**src/rtl/usb_serial_pkg.sv**
```systemverilog
// Shared types and constants for the USB CDC serial IN-direction scheduler.
package usb_serial_pkg;

  localparam int USB_FS_MAX_PKT       = 64;
  localparam int DEFAULT_IDLE_TIMEOUT = 48000;  // 1 ms at 48 MHz

  typedef enum logic [2:0] {
    ST_IDLE,
    ST_REQ,
    ST_FILL,
    ST_DONE,
    ST_WAIT_ACK
  } state_e;

endpackage

```
**src/rtl/usb_serial_idle_timer.sv**
```systemverilog
// Saturating idle counter; expired is high while the count sits at LIMIT-1.
// Shared by the partial-packet timeout and the zero-length-packet timeout.
module usb_serial_idle_timer #(
  parameter int LIMIT = 48000,
  localparam int W = $clog2(LIMIT + 1)
) (
  input  logic clk,
  input  logic reset,
  input  logic clear,
  input  logic enable,
  output logic expired
);

  logic [W-1:0] cnt;

  always_ff @(posedge clk or negedge reset) begin
    if (!reset) begin
      cnt <= '0;
    end else if (clear) begin
      cnt <= '0;
    end else if (enable && cnt != W'(LIMIT)) begin
      cnt <= cnt + 1'b1;
    end
  end

  assign expired = (cnt == W'(LIMIT - 1));

endmodule

```
**src/rtl/usb_serial_in_sched.sv**
```systemverilog
// IN-direction packet scheduler between the serial byte stream and the usb_fs_pe IN endpoint.
// Optional zero-length-packet generation after full packets: define USB_SERIAL_ZLP_EN.
module usb_serial_in_sched
  import usb_serial_pkg::*;
#(
  parameter int MAX_PKT      = USB_FS_MAX_PKT,
  parameter int IDLE_TIMEOUT = DEFAULT_IDLE_TIMEOUT,
  localparam int CNT_W = $clog2(MAX_PKT + 1)
) (
  input  logic             clk,
  input  logic             reset,
  output logic             tx_free,
  input  logic             tx_put,
  input  logic [7:0]       tx_data,
  input  logic             tx_flush,
  output logic             in_ep_req,
  input  logic             in_ep_grant,
  input  logic             in_ep_data_free,
  output logic             in_ep_data_put,
  output logic [7:0]       in_ep_data,
  output logic             in_ep_data_done,
  output logic             in_ep_stall,
  input  logic             in_ep_acked,
  output logic             busy,
  output state_e           dbg_state,
  output logic [CNT_W-1:0] dbg_byte_cnt
);

  state_e           state, state_next;
  logic [CNT_W-1:0] byte_cnt, cnt_inc;
  logic             flush_pend;
  logic             accept, has_data, close_fill, zlp_start;
  logic             idle_expired, timer_clear, timer_en;

`ifdef USB_SERIAL_ZLP_EN
  logic last_full, zlp_pend;
`endif

  // Byte handshake: a byte moves on every cycle where tx_put and tx_free are both
  // high; the writer holds tx_put/tx_data stable until that cycle.
  always_comb begin
    tx_free = 1'b0;
    if (state == ST_FILL && in_ep_data_free && byte_cnt < CNT_W'(MAX_PKT)) tx_free = 1'b1;
`ifdef USB_SERIAL_ZLP_EN
    if (zlp_pend) tx_free = 1'b0;
`endif
  end

  assign accept   = tx_put && tx_free;
  assign cnt_inc  = byte_cnt + CNT_W'(accept);
  assign has_data = (byte_cnt != '0) || accept;

`ifdef USB_SERIAL_ZLP_EN
  assign zlp_start  = (state == ST_IDLE) && last_full && !tx_put && (tx_flush || idle_expired);
  assign close_fill = (cnt_inc == CNT_W'(MAX_PKT)) || ((tx_flush || flush_pend) && has_data) ||
                      (idle_expired && byte_cnt != '0) || zlp_pend;
  assign timer_en   = (state == ST_FILL) || (state == ST_IDLE && last_full);
`else
  assign zlp_start  = 1'b0;
  assign close_fill = (cnt_inc == CNT_W'(MAX_PKT)) || ((tx_flush || flush_pend) && has_data) ||
                      (idle_expired && byte_cnt != '0);
  assign timer_en   = (state == ST_FILL);
`endif

  always_comb begin
    state_next = state;
    unique case (state)
      ST_IDLE:     if (tx_put || zlp_start) state_next = ST_REQ;
      ST_REQ:      if (in_ep_grant) state_next = ST_FILL;
      ST_FILL: begin
        if (close_fill)       state_next = ST_DONE;
        else if (!in_ep_grant) state_next = ST_REQ;
      end
      ST_DONE:     state_next = ST_WAIT_ACK;
      ST_WAIT_ACK: if (in_ep_acked) state_next = ST_IDLE;
      default:     state_next = ST_IDLE;
    endcase
  end

  always_ff @(posedge clk or negedge reset) begin
    if (!reset) state <= ST_IDLE;
    else        state <= state_next;
  end

  // A grant drop keeps byte_cnt: those bytes already sit in the endpoint buffer.
  always_ff @(posedge clk or negedge reset) begin
    if (!reset) begin
      byte_cnt   <= '0;
      flush_pend <= 1'b0;
    end else begin
      if (accept) byte_cnt <= cnt_inc;
      else if (state == ST_WAIT_ACK && in_ep_acked) byte_cnt <= '0;

      if (state == ST_REQ && tx_flush) flush_pend <= 1'b1;
      else if (state == ST_FILL && (state_next != ST_FILL || (tx_flush && !has_data)))
        flush_pend <= 1'b0;
    end
  end

`ifdef USB_SERIAL_ZLP_EN
  always_ff @(posedge clk or negedge reset) begin
    if (!reset) begin
      last_full <= 1'b0;
      zlp_pend  <= 1'b0;
    end else if (zlp_start) begin
      zlp_pend <= 1'b1;
    end else if (state == ST_WAIT_ACK && in_ep_acked) begin
      zlp_pend  <= 1'b0;
      last_full <= (byte_cnt == CNT_W'(MAX_PKT));
    end
  end
`endif

  assign timer_clear = accept || (state == ST_WAIT_ACK && in_ep_acked) ||
                       (state == ST_IDLE && state_next == ST_REQ);

  usb_serial_idle_timer #(.LIMIT(IDLE_TIMEOUT)) u_idle_timer (
    .clk     (clk),
    .reset   (reset),
    .clear   (timer_clear),
    .enable  (timer_en),
    .expired (idle_expired)
  );

  assign in_ep_req       = (state != ST_IDLE);
  assign busy            = (state != ST_IDLE);
  assign in_ep_data_done = (state == ST_DONE);
  assign in_ep_data_put  = accept;
  assign in_ep_data      = tx_data;
  assign in_ep_stall     = 1'b0;
  assign dbg_state       = state;
  assign dbg_byte_cnt    = byte_cnt;

endmodule
```
**config.mk**
```make
export PLATFORM = sky130hd
export DESIGN_NAME = usb_serial_in_sched
export DESIGN_NICKNAME = d
export VERILOG_FILES = /design/src/rtl/usb_serial_pkg.sv /design/src/rtl/usb_serial_idle_timer.sv /design/src/rtl/usb_serial_in_sched.sv
export SDC_FILE = /design/constraint.sdc
export NUM_CORES = 1
export LEC_CHECK = 0
export ABC_AREA = 1
export CORE_UTILIZATION = 51
export DETAILED_ROUTE_END_ITERATION = 8
export PLACE_DENSITY = 0.87
export SLEW_MARGIN = 15
export SYNTH_ARGS = -nofsm -noshare
export SYNTH_HDL_FRONTEND = slang
export SYNTH_SLANG_ARGS = --single-unit
```
**constraint.sdc**
```tcl
create_clock -name clk -period 2.6 [get_ports clk]
set_input_delay 0.52 -clock clk [delete_from_list [all_inputs] [get_ports clk]]
set_output_delay 0.52 -clock clk [all_outputs]
set_load 0.02 [all_outputs]
```
== Yosys cells after proc, flatten, opt, wreduce, memory -nomap -nowiden ==
Cells that the tools add are included.
Cells by class
  add/sub/neg operators: 2
  magnitude comparators: 1
  equal/unequal tests: 9
  muxes and demuxes: 13
  reductions and logical operators: 25
Operator list (number)
  16-bit 2-to-1 mux: 2
  16-bit by 1-bit adder with 16-bit output (second input constant): 1
  16-bit == test (second input constant): 1
  16-bit inequality test (second input constant): 1
  3-bit 2-to-1 mux: 5
  3-bit one-hot mux with 5 select lines: 1
  7-bit 2-to-1 mux: 2
  1-bit logical AND: 11
  7-bit by 1-bit adder with 7-bit output: 1
  7-bit == test (second input constant): 1
  1-bit logical OR: 7
  7-bit < comparator (second input constant): 1
  7-bit nonzero test: 1
  3-bit by 1-bit == test with 1-bit output (second input constant): 2
  3-bit by 2-bit == test with 1-bit output (second input constant): 2
  2-bit nonzero test: 3
  3-bit == test (second input constant): 1
  3-bit logical NOT: 1
  1-bit 2-to-1 mux: 3
  3-bit by 2-bit inequality test with 1-bit output (second input constant): 1
  3-bit nonzero test: 1
  1-bit logical NOT: 1
Word-level totals
  register bits after elaboration: 27

== Depth between registers and ports, before layout ==
  depth in word-level cells: 16
  gate-level depth with buffers: 19

== Modules after synthesis ==
Synthesis repeated with hierarchy kept, for this count alone.
Unflattened totals
  cell total of the unflattened synthesis: 292
  area total of the unflattened synthesis: 1963.1 µm²
Modules (own cells, without submodules)
  usb_serial_idle_timer: instances 1, cells each 166, area each 1111.1 µm²
  usb_serial_in_sched: instances 1, cells each 126, area each 852.1 µm²

== Least setup slack after synthesis ==
No wires, ideal clock.
  path type: input-to-reg
  start point: input in_ep_data_free
  end point: register flush_pend
  data arrival time: 2.322 ns
  data required time: 2.484 ns
  setup slack: 0.162 ns
  stages: 17
  cell sequence: inv_1 > nor2_1 > nand4_2 > inv_1 > ha_1 > ha_1 > nand3_1 > o21bai_1 > nand2_1 > nor2_1 > nand2_1 > nand2_1 > nand2_1 > nand4_1 > nand2_1 > nand2_1 > nand2_1
Between the ends
  longest elaborated chain between the ends: 14
  elaborated cells on any way between the ends: 18
RTL lines
  start: declaration: RTL line usb_serial_in_sched.sv:18  | input logic in_ep_data_free,
  1-bit logical AND * (2 in a row): RTL line usb_serial_in_sched.sv:43  | if (state == ST_FILL && in_ep_data_free && byte_cnt < CNT_W'(MAX_PKT)) tx_free = 1'b1;
  1-bit 2-to-1 mux *: RTL line usb_serial_in_sched.sv:43
  1-bit logical AND *: RTL line usb_serial_in_sched.sv:49  | assign accept = tx_put && tx_free;
  net in_ep_data_put: RTL line usb_serial_in_sched.sv:19  | output logic in_ep_data_put,
  7-bit by 1-bit adder with 7-bit output / 1-bit logical OR (equally long branches): RTL line usb_serial_in_sched.sv:50, usb_serial_in_sched.sv:51
  7-bit == test / 1-bit logical AND (equally long branches): RTL line usb_serial_in_sched.sv:60  | assign close_fill = (cnt_inc == CNT_W'(MAX_PKT)) || ((tx_flush || flush_pend) && has_data) ||
  1-bit logical OR (2 in a row): RTL line usb_serial_in_sched.sv:60
  3-bit 2-to-1 mux: RTL line usb_serial_in_sched.sv:71  | if (close_fill) state_next = ST_DONE;
  3-bit one-hot mux with 5 select lines: RTL line usb_serial_in_sched.sv:67  | unique case (state)
  3-bit by 2-bit inequality test with 1-bit output: RTL line usb_serial_in_sched.sv:95  | else if (state == ST_FILL && (state_next != ST_FILL || (tx_flush && !has_data)))
  1-bit logical OR *: RTL line usb_serial_in_sched.sv:95
  1-bit logical AND *: RTL line usb_serial_in_sched.sv:95
  2-bit nonzero test (no line) *
  end signal: assignment: RTL line usb_serial_in_sched.sv:89  | flush_pend <= 1'b0;
  end signal: assignment: RTL line usb_serial_in_sched.sv:94  | if (state == ST_REQ && tx_flush) flush_pend <= 1'b1;
  end signal: assignment: RTL line usb_serial_in_sched.sv:96  | flush_pend <= 1'b0;
  end: declaration: RTL line usb_serial_in_sched.sv:31  | logic flush_pend;
The timed path passes the listed nets; every way through them passes the cells marked *.
A chain may end at the register's enable or synchronous reset.

== Worst setup path after layout ==
  start point: input in_ep_data_free
  end point: output in_ep_data_put
Between the ends
  longest elaborated chain between the ends: 4
RTL lines (RTL line)
  1-bit logical AND (2 in a row): usb_serial_in_sched.sv:43
  1-bit 2-to-1 mux: usb_serial_in_sched.sv:43
  1-bit logical AND: usb_serial_in_sched.sv:49
  end: declaration: usb_serial_in_sched.sv:19
No other way between the ends.

==> impl_metrics.py <==
metrics = {
    "timing": {
        "min_period_over_period_pct": 97.5,
        "layout_setup_ws_ns": 0.0654,
        "holdWs_ns": 0.517,
        "period_minus_slack_ns": 2.53,
        "final_max_slew_viol_count": 0,
        "clock_skew_ns": 0.00351,
        "hold_violations": 0,
        "fmax_mhz": 395,
        "setup_viol": 0,
        "rsz0062_at_grt": "false",
    },
    "critical_path": {
        "cp.arrival_ns": 2.01,
        "slowest_stage": "clkdlybuf4s50_1",
        "critical_path.cell_chain": "clkdlybuf4s50_1 > inv_1 > nor2_1 > nand4_2 > inv_1 > buf_4 > clkdlybuf4s50_1",
        "critPathRequiredTime_ns": 2.08,
        "end_kind": "output pin",
        "crit_type": "input port to output pin",
        "crit_fanout": 2,
        "rrSetupSlack_ns": 0.44,
        "slowest_delay_ns": 0.59,
        "cp-start-kind": "input port",
    },
    "power_and_ir_drop": {
        "cellPowerDensity_nw_per_um2": 776,
        "vdd_drop_max_mv": 0.345,
        "p_leak_uw": 0.00103,
        "fin_total_pwr_uw": 1650,
    },
    "yosys": {
        "synth_cell_types": 31,
        "synth-seq-area-share_pct": 36.2,
        "synth_edf_count": 0,
        "ys.flop_type": "dfrtp_1",
        "ys.warnings.count": 0,
        "synthArstFlopShare_pct": 100,
        "syn-cell-area_um2": 1870,
        "synth-seq-cells": 27,
        "synth_cells": 255,
        "syn_nets": 275,
        "avgSynthCellArea_um2": 7.33,
    },
    "floorplan": {
        "core_um2": 3420,
        "die_w_um": 62.5,
        "io_pins": 39,
        "start_util_pct": 54.7,
        "die_y_um": 62.5,
        "rows": 21,
        "die_area_um2": 3910,
    },
    "routing": {
        "drtIter0Drc": 122,
        "via_per_inst": 5.24,
        "totalWireLength_mm": 3.98,
        "wire_per_inst_um": 12.4,
        "antenna_left": 0,
        "vias": 1682,
        "drc_errors": 0,
        "dr.pass1.iters": 4,
    },
    "placement": {
        "post-place-ws_ns": -0.0581,
        "io_buffers": 21,
        "dp_cells": 317,
        "gpl.final_weighted_congestion": 0.926,
        "dp_hpwl_mm": 3.04,
        "placed_area_um2": 2100,
    },
    "finish": {
        "syn2layout_area_growth_pct": 13.9,
        "final.fill_count": 319,
        "diodes": 0,
        "final_area_um2": 2130,
        "layout_commonest_cell": "nand2_1",
        "mostFrequentLayoutCells": "57 x nand2_1, 35 x inv_1, 32 x nor2_1",
        "seqCellArea_um2": 676,
        "nNetsFinal": 296,
        "multi_input_area_um2": 948,
        "fin_cells": 321,
        "layout-drive-gt1-share_pct": 13.1,
    },
    "hold_path": {
        "hold_class": "flip-flop to flip-flop",
    },
    "grt": {
        "grt_max_degree": 28,
        "antenna_found_initial": 0,
        "overflow": 0,
        "grt_pass1_wl_mm": 6.71,
        "grt_pass1_vias": 1567,
        "grt_usage_pct": 21.5,
    },
    "clock_tree": {
        "clockBufferDepth": 2,
        "clock-sinks": 27,
        "clk_latency_ns": 0.34,
        "numCtsBuffers": 3,
        "clock-root-buffer": "clkbuf_4",
        "cts_tree": "done",
        "cts.clk_slew.worst_paths_ns": 0.15,
        "post_cts_resized": 0,
        "post_cts_buffers": 0,
        "hold_buffers": 0,
        "htree_levels": 1,
    },
    "run_status": {
        "status": "completed",
    },
    "job": {
        "drv_cap": 0,
    },
}
==> area by class of cell <==
| type | instances | share of cell area (%) |
|---|---|---|
| sequential | 27 | 31.7 |
| clock buffer | 3 | 1.06 |
| tap | 46 | 2.70 |
| timing repair buffer | 28 | 12.3 |
| clock inverter | 1 | 0.353 |
| inverter | 41 | 7.23 |
| multi-input combinational | 175 | 44.6 |
==> report_power, final <==
part	internal [uW]	switching [uW]	total (uW)
registers	494	92.4	587
logic	342	530	873
clock network	59.1	134	193
total	896	756	1650
==> synthesized netlist by cell type (2+ instances only) <==
cell type | n | area (um2)
nor2_2 | 3 | 18.8
nor3b_1 | 2 | 15.0
a21oi_1 | 2 | 10.0
xor2_1 | 9 | 78.8
nor3_2 | 2 | 20.0
nor3_1 | 4 | 20.0
nor2_1 | 32 | 120
nand2_1 | 57 | 214
dfrtp_1 | 27 | 676
o21ai_0 | 10 | 50.1
nand2_2 | 2 | 12.5
nor4_1 | 3 | 18.8
nand3_1 | 19 | 95.1
inv_2 | 6 | 22.5
o21ai_2 | 5 | 43.8
ha_1 | 5 | 62.6
inv_1 | 35 | 131
nand4_1 | 8 | 50.1
buf_4 | 12 | 90.1
==> routing by layer <==
metal | global-route usage (%) | wire, um
met1 | 28.1 | 1750
met2 | 35.9 | 1940
met3 | 2.37 | 228
met4 | 9.01 | 58
met5 | 0 | 0
==> kinds of logic (layout without fill, tap and decap cells) <==
family          count (synthesis)  after routing  share of synthesized area [%]
other cells                     1              1                          0.201
flops                          27             27                           36.2
buf+inv                        53             73                           13.1
xor+xnor                        9              9                           4.22
compound gates                 22             22                           7.44
simple gates                  138            138                           35.6
fa+ha+maj                       5              5                           3.35
==> critical path, delay by kind of cell <==
kind,cells,cell delay (ns)
buffers and inverters,5,1.29
AND/OR/NAND/NOR,2,0.21
==> through the flow <==
stage	utilization (%)	TNS, ns
finish	62.3	0
global route	62.3	0
CTS	62.3	0
detailed placement	61.4	-0.0655
global placement	61.4	0
floorplan	-	0
==> worst paths after layout <==
check | from | endpoint | depth (start not counted)
worst max-delay path | in_ep_data_free | in_ep_data_put | 7
worst min-delay path | flush_pend$_DFFE_PN0P_ | flush_pend$_DFFE_PN0P_ | 2
worst max register to register | dbg_byte_cnt[6]$_DFFE_PN0P_ | flush_pend$_DFFE_PN0P_ | 16
worst min register to register | flush_pend$_DFFE_PN0P_ | flush_pend$_DFFE_PN0P_ | 2
max in group asynchronous | reset | u_idle_timer.cnt[4]$_DFFE_PN0P_ | 2
min in group asynchronous | reset | dbg_byte_cnt[5]$_DFFE_PN0P_ | 2
==> registers in the layout (all words and copies together), names as in the netlist <==
signal,cells
flush_pend,1
dbg_state,3
dbg_byte_cnt,7
u_idle_timer.cnt,16
Note: power is estimated with default switching activity, not from simulation.
